## config.mk

```make
export PLATFORM = sky130hd
export DESIGN_NAME = gf4_pow_seq
export DESIGN_NICKNAME = d
export VERILOG_FILES = /design/src/rtl/gf4_pow_seq.sv
export SDC_FILE = /design/constraint.sdc
export NUM_CORES = 1
export LEC_CHECK = 0
export ABC_AREA = 1
export BUFFER_PORTS_ARGS = -buffer_cell sky130_fd_sc_hd__buf_2
export CORE_UTILIZATION = 25
export DETAILED_ROUTE_END_ITERATION = 6
export MAX_ROUTING_LAYER = met4
export SETUP_SLACK_MARGIN = 0.05
export SLEW_MARGIN = 20
export SYNTH_ARGS = -nofsm -noshare
export SYNTH_HDL_FRONTEND = slang
export SYNTH_SLANG_ARGS = --single-unit
```

## constraint.sdc

```tcl
create_clock -name clk -period 1.8 [get_ports clk]
set_clock_uncertainty 0.05 [all_clocks]
set_input_delay 0.45 -clock clk [delete_from_list [all_inputs] [get_ports clk]]
set_output_delay 0.45 -clock clk [all_outputs]
set_load 0.01 [all_outputs]
```

## src/rtl/gf4_pow_seq.sv

```systemverilog
// ---------------------------------------------------------------------------
// gf4_pow_seq
//
// Sequential GF(2^4) arithmetic unit (field polynomial x^4 + x + 1).
// A single combinational GF(2^4) multiplier is time-shared to compute either
// one product a*b or the power a^e by MSB-first square-and-multiply.
// The composite-field S-box path uses the power mode with e = 14 to obtain
// the field inverse (inv(0) = 0 falls out naturally because 0^14 = 0).
//
// Ports
//   clk        in   1  clock, all state updates on the rising edge
//   rst_n      in   1  asynchronous active-low reset
//   in_valid   in   1  request valid
//   in_ready   out  1  request accepted on in_valid && in_ready
//   in_op      in   1  0 = multiply (a*b), 1 = power (a^b)
//   in_a       in   4  operand a / base
//   in_b       in   4  operand b / exponent (0..15)
//   out_valid  out  1  result valid (held until out_ready)
//   out_ready  in   1  result consumed on out_valid && out_ready
//   out_data   out  4  result, registered
//   busy       out  1  high while an operation is in progress or waiting
//                      to be consumed
// ---------------------------------------------------------------------------
module gf4_pow_seq (
    input  logic       clk,
    input  logic       rst_n,
    input  logic       in_valid,
    output logic       in_ready,
    input  logic       in_op,
    input  logic [3:0] in_a,
    input  logic [3:0] in_b,
    output logic       out_valid,
    input  logic       out_ready,
    output logic [3:0] out_data,
    output logic       busy
);

    typedef enum logic [1:0] {
        ST_IDLE = 2'd0,
        ST_BUSY = 2'd1,
        ST_DONE = 2'd2
    } state_t;

    state_t     state_reg, state_next;
    logic       op_reg,    op_next;
    logic [3:0] a_reg,     a_next;
    logic [3:0] e_reg,     e_next;
    logic [3:0] acc_reg,   acc_next;
    logic [2:0] step_reg,  step_next;

    // -----------------------------------------------------------------------
    // Shared multiplier operand selection.
    //   multiply      : a * e            (e holds operand b)
    //   power, even   : acc * acc        (square)
    //   power, odd    : acc * a          (conditional multiply)
    // The multiply is always evaluated; the odd step simply discards the
    // product when the exponent bit is zero, keeping latency data-independent.
    // -----------------------------------------------------------------------
    logic [3:0] mul_x;
    logic [3:0] mul_y;
    logic [3:0] mul_p;

    always_comb begin
        mul_x = a_reg;
        mul_y = e_reg;
        if (op_reg) begin
            mul_x = acc_reg;
            mul_y = step_reg[0] ? a_reg : acc_reg;
        end
    end

    // -----------------------------------------------------------------------
    // GF(2^4) multiplier: carry-less partial products, then fold the three
    // overflow bits back using x^4 = x+1, x^5 = x^2+x, x^6 = x^3+x^2.
    // -----------------------------------------------------------------------
    localparam logic [11:0] RED_TAB = {4'hC, 4'h6, 4'h3};

    logic [6:0] pp       [0:3];
    logic [6:0] prod_raw;
    logic [3:0] red_term [0:2];

    generate
        for (genvar gi = 0; gi < 4; gi++) begin : g_pp
            assign pp[gi] = mul_y[gi] ? ({3'b000, mul_x} << gi) : 7'd0;
        end
        for (genvar gi = 0; gi < 3; gi++) begin : g_red
            assign red_term[gi] = prod_raw[4 + gi] ? RED_TAB[gi*4 +: 4] : 4'h0;
        end
    endgenerate

    assign prod_raw = pp[0] ^ pp[1] ^ pp[2] ^ pp[3];
    assign mul_p    = prod_raw[3:0] ^ red_term[0] ^ red_term[1] ^ red_term[2];

    // Exponent bit consumed by the current square/multiply pair, MSB first.
    logic [1:0] bit_idx;
    logic       e_bit;

    assign bit_idx = 2'd3 - step_reg[2:1];
    assign e_bit   = e_reg[bit_idx];

    // -----------------------------------------------------------------------
    // State register
    // -----------------------------------------------------------------------
    always_ff @(posedge clk or negedge rst_n) begin
        if (!rst_n) begin
            state_reg <= ST_IDLE;
            op_reg    <= 1'b0;
            a_reg     <= 4'h0;
            e_reg     <= 4'h0;
            acc_reg   <= 4'h0;
            step_reg  <= 3'd0;
        end else begin
            state_reg <= state_next;
            op_reg    <= op_next;
            a_reg     <= a_next;
            e_reg     <= e_next;
            acc_reg   <= acc_next;
            step_reg  <= step_next;
        end
    end

    // -----------------------------------------------------------------------
    // Next-state logic
    // -----------------------------------------------------------------------
    always_comb begin
        state_next = state_reg;
        op_next    = op_reg;
        a_next     = a_reg;
        e_next     = e_reg;
        acc_next   = acc_reg;
        step_next  = step_reg;

        unique case (state_reg)
            ST_IDLE: begin
                if (in_valid) begin
                    op_next    = in_op;
                    a_next     = in_a;
                    e_next     = in_b;
                    acc_next   = 4'h1;
                    step_next  = 3'd0;
                    state_next = ST_BUSY;
                end
            end

            ST_BUSY: begin
                if (!op_reg) begin
                    acc_next   = mul_p;
                    state_next = ST_DONE;
                end else begin
                    // Squares always land; the multiply-by-a lands only for
                    // a set exponent bit.
                    if (!step_reg[0] || e_bit) begin
                        acc_next = mul_p;
                    end
                    step_next = step_reg + 3'd1;
                    if (step_reg == 3'd7) begin
                        state_next = ST_DONE;
                    end
                end
            end

            ST_DONE: begin
                if (out_ready) begin
                    state_next = ST_IDLE;
                end
            end

            default: begin
                state_next = ST_IDLE;
            end
        endcase
    end

    // -----------------------------------------------------------------------
    // Outputs: all decoded from registered state, nothing combinational from
    // the input ports.
    // -----------------------------------------------------------------------
    assign in_ready  = (state_reg == ST_IDLE);
    assign out_valid = (state_reg == ST_DONE);
    assign busy      = (state_reg != ST_IDLE);
    assign out_data  = acc_reg;

endmodule

```

After elaboration in Yosys (flattened, before gate mapping) --
Index checks and enable logic that the tools add are counted.
Storage, ports and cells: input bits 13, memories kept 0, word-level logic and storage cells 56, latch bits 0, flip-flop bits (word level) 18, memory bits (read-only) 0, RAM bits 0, output and inout bits 7
Operators by class: shift-type cells 0, $add $sub $neg 2, bitwise operators 6, eq/ne operators 8, $lt $le $gt $ge 1, reduce and logical (&&, ||, !) cells 9, div/mod/pow operators 0, muxes and demuxes 24, multipliers 0
Operators by type and width (count):
- 4-bit two-way mux | 8
- 2-bit two-way mux | 5
- 3-bit two-way mux | 3
- 3-bit AND reduction | 3
- 4-bit case mux with 2 select lines | 1
- 7-bit two-way mux | 1
- 6-bit by 7-bit bitwise XOR with 7-bit output | 1
- 6-bit two-way mux | 1
- 3-bit != test (second input constant) | 2
- 2-bit case mux with 3 select lines | 1
- 3-bit case mux with 2 select lines | 1
- 5-bit by 6-bit bitwise XOR with 6-bit output | 1
- 5-bit two-way mux | 1
- 4-bit by 5-bit bitwise XOR with 5-bit output | 1
- 2-bit != test (second input constant) | 2
- 2-bit nonzero test | 2
- 4-bit by 2-bit bitwise XOR with 4-bit output | 1
- 4-bit by 3-bit bitwise XOR with 4-bit output | 1
- 4-bit bitwise XOR | 1
- 3-bit by 1-bit adder with 3-bit output (second input constant) | 1
- 3-bit equality test (second input constant) | 1
- 2-bit by 3-bit < comparator with 1-bit output (second input constant) | 1
- 1-bit binary-select mux with 2-bit select | 1
- 2-bit by 1-bit equality test with 1-bit output (second input constant) | 1
- other kinds (8) | 8

Logic depth before layout (Yosys ltp) --
Gate-level depths: netlist of the first run.
word-level depth 13, gate-level depth with buffers 14, gate-level depth less buffers 13

Worst setup path after synthesis of the first run --
Ideal clock, no wire load.
kind register -> register, from register step_reg[0], to register acc_reg[1] (netlist: out_data[1]), path buffers 1, period minus slack after synthesis 1.522 ns, required time 1.632 ns, library setup time 0.118 ns, stages on the path, launching flop included 14, path slack 0.278 ns, arrival 1.355 ns, cell sequence dfrtp_1 > clkbuf_2 > inv_1 > nand2_1 > nand3_2 > nand2_1 > nor2_1 > nand2_1 > nand3_1 > nand2_1 > inv_1 > nand2_1 > nand3_1 > nand2_1
On the way: longest elaborated chain between the ends 13, elaborated cells on any way between the ends 21, those cells by class eq/ne (1); mux (11); bitwise (6); reduce/logical (3)
RTL lines:
- start, declared | line 49 | logic [2:0] step_reg, step_next;
- start signal, assigned | line 118 | step_reg <= step_next;
- 4-bit two-way mux | line 68 | mul_y = step_reg[0] ? a_reg : acc_reg;
- 4-bit two-way mux | line 66 | if (op_reg) begin
- 5-bit two-way mux | line 84 | assign pp[gi] = mul_y[gi] ? ({3'b000, mul_x} << gi) : 7'd0;
- 4-bit by 5-bit bitwise XOR with 5-bit output | line 91 | assign prod_raw = pp[0] ^ pp[1] ^ pp[2] ^ pp[3];
- 5-bit by 6-bit bitwise XOR with 6-bit output | line 91
- 6-bit by 7-bit bitwise XOR with 7-bit output | line 91
- 2-bit two-way mux | line 87 | assign red_term[gi] = prod_raw[4 + gi] ? RED_TAB[gi*4 +: 4] : 4'h0;
- 4-bit by 2-bit bitwise XOR with 4-bit output | line 92 | assign mul_p = prod_raw[3:0] ^ red_term[0] ^ red_term[1] ^ red_term[2];
- 4-bit by 3-bit bitwise XOR with 4-bit output | line 92
- 4-bit bitwise XOR | line 92
- 4-bit two-way mux | line 152 | if (!step_reg[0] || e_bit) begin
- 4-bit two-way mux | line 146 | if (!op_reg) begin
- 4-bit case mux with 2 select lines | line 133 | unique case (state_reg)
- end signal, assigned | line 117 | acc_reg <= acc_next;
- end, declared | line 48 | logic [3:0] acc_reg, acc_next;
Several ways; a longest one is shown, not always the timed one. The select of a mux whose other input is x is not followed. A chain may end at the register's enable or synchronous reset.

Worst setup path in the final report of the first run --
from register op_reg, to register acc_reg[1] (netlist: out_data[1])
On the way: longest elaborated chain between the ends 12, elaborated cells on any way between the ends 19, those cells by class eq/ne (1); mux (11); bitwise (6); reduce/logical (1)
RTL lines:
- start, declared | line 45 | logic op_reg, op_next;
- start signal, assigned | line 114 | op_reg <= op_next;
- 4-bit two-way mux | line 66
- 5-bit two-way mux | line 84
- 4-bit by 5-bit bitwise XOR with 5-bit output | line 91
- 5-bit by 6-bit bitwise XOR with 6-bit output | line 91
- 6-bit by 7-bit bitwise XOR with 7-bit output | line 91
- 2-bit two-way mux | line 87
- 4-bit by 2-bit bitwise XOR with 4-bit output | line 92
- 4-bit by 3-bit bitwise XOR with 4-bit output | line 92
- 4-bit bitwise XOR | line 92
- 4-bit two-way mux | line 152
- 4-bit two-way mux | line 146
- 4-bit case mux with 2 select lines | line 133
Several ways; a longest one is shown, not always the timed one. The select of a mux whose other input is x is not followed.

==> flow_summary.toml, run 1 <==
[worst_setup_path]
cp_num_buf_inv = 3
critPathRequiredTime_ns = 1.90
crit_fanout = 8
r2r_end = "out_data[1]"
critPathMostFrequentCell = "nand2_1"
endpoint_kind = "flip-flop"
r2r-start = "op_reg"
startpoint_type = "flip-flop"
slowest_delay_ns = 0.47
cp_top_family = "simple AND/OR/NAND/NOR gates"
reg2reg_depth = 11
ff2ff_setup_slack_ns = 0.17
crit_type = "reg -> reg"
slowest_stage = "dfrtp_2"
cp_cell_sequence = "o21ai_1 > buf_4 > inv_1 > nor2_2 > nand2_1 > nand3_1 > nand2_1 > inv_1 > nand2_1 > nand3_1 > nand2_1"
arrival_ns = 1.73

[routing]
drtIter0Drc = 63
via_per_inst = 4.21
via_count = 1336
wl_per_cell_um = 9.84
drt-total-wl_um = 3120
drc = 0
firstDrtPassIters = 4
detail-route-antenna-nets = 0

[floorplanning]
boundaryPins = 20
die_area_mm2 = 0.00571
placementRows = 26
core_mm2 = 0.00517
die_width_um = 75.6
die_h_um = 75.6
initial_core_util_pct = 26.1

[timing]
max-slew-margin-rel_pct = 72.9
fmax_ghz = 0.613
slew_viol_final = 0
worstMarginPinSlew_ns = 0.407
fin_crit_ns = 1.63
rsz0062_at_grt = "true"
finalSetupViolCount = 0
hold_viol = 0
min_period_over_period_pct = 90.7
setup_ws_ns = 0.168
tns_ns = 0

[yosys]
ys_ff_latch = 18
ys_types = 21
ys_warn_count = 0
syn_inst = 219
synth_top_area_cell = "dfrtp_1"
netlist.area_leader.share_pct = 33.3
syn_nets = 234
avgSynthCellArea_um2 = 6.18
yosysSeqAreaShare_pct = 33.3
netlist_area_mm2 = 0.00135
yosys-top-cells-area = "dfrtp_1 (33%), nand2_1 (27%), inv_1 (8.9%), nand3_1 (8.5%), nand3_2 (3.7%)"

[placement]
portBuffers = 19
dp_cells = 312
pre_cts_ws_ns = 0.104
gp_congestion = 0.892
place_area_mm2 = 0.00157
hpwl_um = 2450

[cells_and_area]
final_area_mm2 = 0.00172
seq_area_um2 = 453
drive_above_1_share_pct = 24.7
diodes = 0
layout.nets = 263
nFillCells = 564
multi_input_comb_area_um2 = 823
area_delta_synth_final_pct = 27.0
layout.cells.non_filler = 317

[global_route]
antenna_found_initial = 0
gr-total-overflow = 0
grt_start_max_net_pins = 19
grt_pass1_vias = 1225
grt_use_total_pct = 12.1
grt_pass1_wl_um = 5150

[power]
power_density_mw_per_mm2 = 1860
irDropWorstVdd_mv = 0.722
leakagePower_nw = 0.945
p_total_mw = 3.20

[clock_network]
cts_buffers = 3
postCtsHoldBufs = 0
clkTransAtPathRegs_ns = 0.07
cts.path.max_buffers = 2
cts_tree = "yes"
ctsRootBufferMaster = "clkbuf_8"
htree_num_levels = 1
cts_sinks = 18
worstSkewPairLatency_ns = 0.25

[hold_path]
hp-class = "in -> async"

[job]
max_cap_violations = 0

[run_status]
status = "complete, no violations"
[metal layers]
| metal | vias up | global-route usage, % | wire, um | share of wire, % |
|---|---|---|---|---|
| met1 | 582 | 14.5 | 1510 | 48 |
| met5 | - | - | 0 | 0 |
| met4 | 0 | 3.70 | 22 | 0.71 |
| met3 | 4 | 1.19 | 70 | 2.2 |
| met2 | 24 | 21.4 | 1520 | 49 |
| li1 | 726 | - | - | - |
[power by group]
| group | total (mW) | internal, mW | switching, mW |
|---|---|---|---|
| clock | 0.331 | 0.194 | 0.136 |
| combinational | 2.13 | 0.818 | 1.31 |
| sequential | 0.736 | 0.573 | 0.164 |
| total | 3.20 | 1.58 | 1.61 |
[metrics by stage]
| step | utilization (%) | hold WS, ns |
|---|---|---|
| 6_report | 33.2 | 0.0684 |
| 5_1_grt | 33.2 | 0.0980 |
| 4_1_cts | 31.4 | 0.0821 |
| 3_5_place_dp | 30.3 | 0.355 |
| 3_3_place_gp | 30.3 | 0.361 |
| 2_1_floorplan | - | 0.104 |
[cell families (layout without fill, tap and decap cells)]
logic type | count (synthesis) | after routing | share of synthesized area (%)
compound gates | 14 | 14 | 6.20
simple gates | 146 | 146 | 46.8
flops | 18 | 18 | 33.3
buf+inv | 38 | 66 | 11.2
xor+xnor | 1 | 1 | 0.648
fa+ha+maj | 2 | 2 | 1.85
[layout by cell type, fill, tap and decap left out, drive strengths merged]
cell type  count
o211ai         1
buf           27
nand3         28
nand2        101
clkbuf         4
xnor2          1
clkinv         1
nor2          13
or2            4
inv           34
dfrtp         18
o21ai         13
ha             2
[worst max path at each step]
stage,to,cells past startpoint,start
after floorplan,out_data[1],13,step_reg[0]
after global placement,out_data[2],12,op_reg
after detailed placement,out_data[2],12,op_reg
after CTS,out_data[2],12,op_reg
after global routing,out_data[1],11,op_reg
final,out_data[1],11,op_reg
[synthesized netlist by cell type]
cell,count
or2_2,2
nand3_1,23
dfrtp_1,18
clkbuf_2,1
nand2_2,2
inv_2,2
clkinv_1,1
clkbuf_1,1
o21ai_0,9
buf_6,1
ha_1,2
nor2_1,11
o211ai_1,1
inv_1,32
nand2_1,99
nand3_2,5
or2_4,2
o21ai_1,1
o21ai_2,3
xnor2_1,1
nor2_2,2
[final cells by class]
class                      instances  share of cell area, %
clock buffer                       4                   3.20
inverter                          35                   7.94
multi-input combinational        163                   47.9
sequential                        18                   26.4
tap                               70                   5.10
timing repair buffer              27                   9.47
[what timing repair did]
action / CTS / global route
setup buffers: 0 / 1
resized for setup: 0 / 23
setup endpoints to repair: 0 / 4
(Power assumes the default switching activity.)
==> inputs of run 2 (changes only) <==
==> constraint.sdc (replaced) <==
create_clock -name clk -period 1.67 [get_ports clk]
set_clock_uncertainty 0.05 [all_clocks]
set_input_delay 0.4175 -clock clk [delete_from_list [all_inputs] [get_ports clk]]
set_output_delay 0.4175 -clock clk [all_outputs]
set_load 0.01 [all_outputs]
==> flow_summary.toml, run 2 (same netlist as run 1, synthesis figures left out) <==
[power]
power_density_mw_per_mm2 = 2010
irDropWorstVdd_mv = 1.04
leakagePower_nw = 0.962

[clock_network]
cts_sinks = 18
worstSkewPairLatency_ns = 0.25
cts_tree = "yes"
ctsRootBufferMaster = "clkbuf_8"
htree_num_levels = 1
clkTransAtPathRegs_ns = 0.06
cts_buffers = 3
cts.path.max_buffers = 2
postCtsHoldBufs = 0

[hold_path]
hp-class = "in -> async"

[global_route]
antenna_found_initial = 0
grt_pass1_wl_um = 5440
gr-total-overflow = 0
grt_pass1_vias = 1320
grt_start_max_net_pins = 19
grt_use_total_pct = 12.9

[timing]
max-slew-margin-rel_pct = 71.8
slew_viol_final = 0
fmax_ghz = 0.607
rsz0062_at_grt = "true"
fin_crit_ns = 1.65
finalSetupViolCount = 0
worstMarginPinSlew_ns = 0.423
min_period_over_period_pct = 98.6
hold_viol = 0

[floorplanning]
placementRows = 26
core_mm2 = 0.00517
die_h_um = 75.6
boundaryPins = 20
die_width_um = 75.6
die_area_mm2 = 0.00571
initial_core_util_pct = 26.1

[run_status]
status = "complete, no violations"

[worst_setup_path]
crit_type = "reg -> reg"
arrival_ns = 1.74
startpoint_type = "flip-flop"
critPathRequiredTime_ns = 1.76
endpoint_kind = "flip-flop"
crit_fanout = 8

[cells_and_area]
mostFrequentLayoutCell = "nand2_1"
final_cell_mix = "nand2_1 (95), inv_1 (30), buf_2 (19)"
fin_util_pct = 34.2
layout.cells.non_filler = 318
diodes = 0
layout.nets = 265
drive_above_1_share_pct = 27.0
area_delta_synth_final_pct = 30.8

[routing]
drt-total-wl_um = 3250
firstDrtPassIters = 4
via_count = 1385
drtIter0Drc = 59
drc = 0
via_per_inst = 4.36
wl_per_cell_um = 10.2
detail-route-antenna-nets = 0

[job]
max_cap_violations = 0

[placement]
gp_congestion = 0.883
hpwl_um = 2520
dp_cells = 314
portBuffers = 19
## run 2: changes by cell type in the layout (fill, tap and decap cells not counted), sizes merged
| cell | change |
|---|---|
| buf | +1 |
## run 2: repair_timing
item | 4_1_cts | 5_1_grt
setup endpoints to repair | 4 | 4
gates cloned | 0 | 1
setup buffers | 0 | 0
resized for setup | 6 | 22
pin swaps | 1 | 9
endpoints found under the hold margin | 0 | 0
## run 2: metrics by stage
step | cell area (um2) | TNS (ns) | power (mW) | setup WS, ns | hold slack, ns
2_1_floorplan | 1350 | 0 | 2.33 | 0.148 | 0.0719
3_3_place_gp | 1600 | 0 | 2.88 | 0.00475 | 0.327
3_5_place_dp | 1600 | -0.0207 | 2.91 | -0.0207 | 0.322
4_1_cts | 1660 | 0 | 3.26 | 0.0379 | 0.0516
5_1_grt | 1770 | -0.346 | 3.95 | -0.0995 | 0.0655
6_report | 1770 | 0 | 3.56 | 0.0237 | 0.0489
## run 2: layout make-up
type,count,area (um2)
well taps,70,87.6
inverters,35,134
flip-flops and latches,18,453
multi-input cells,163,850
fillers,566,3400
clock buffers,3,41.3
repair buffers,29,204
## run 2: worst paths after layout
check                               from           to  slack (ns)  depth (start not counted)
worst max-delay path              op_reg  out_data[2]        0.02                         12
worst min-delay path               rst_n     e_reg[0]        0.05                          1
worst max register to register    op_reg  out_data[2]        0.02                         12
max in group asynchronous          rst_n  step_reg[0]        1.20                          1
worst min register to register  e_reg[2]     e_reg[2]        0.49                          2
min in group clk                 in_b[1]     e_reg[1]        0.31                          3
## run 2: power by group
group / internal [mW] / total [mW] / switching [mW]
clock: 0.160 / 0.291 / 0.132
combinational: 0.987 / 2.46 / 1.48
sequential: 0.617 / 0.802 / 0.184
total: 1.76 / 3.56 / 1.79
## run 2: per-layer routing
| metal | GRT usage (%) | share of wire [%] | vias to the layer above |
|---|---|---|---|
| li1 | - | - | 729 |
| met1 | 15.3 | 45 | 632 |
| met2 | 22.2 | 51 | 20 |
| met3 | 1.32 | 2.6 | 4 |
| met4 | 5.76 | 1.4 | 0 |
| met5 | - | 0 | - |
## run 2: critical path, stage by stage, from the launching register on
cell,delay (ns)
dfrtp_2,0.49
buf_12,0.16
or2_4,0.26
nand3_4,0.09
inv_2,0.04
nand2_1,0.04
nand2_1,0.05
nand2_1,0.07
nand2_1,0.05
nand2_1,0.05
nand2_1,0.05
nand2_1,0.08
nand2_1,0.05
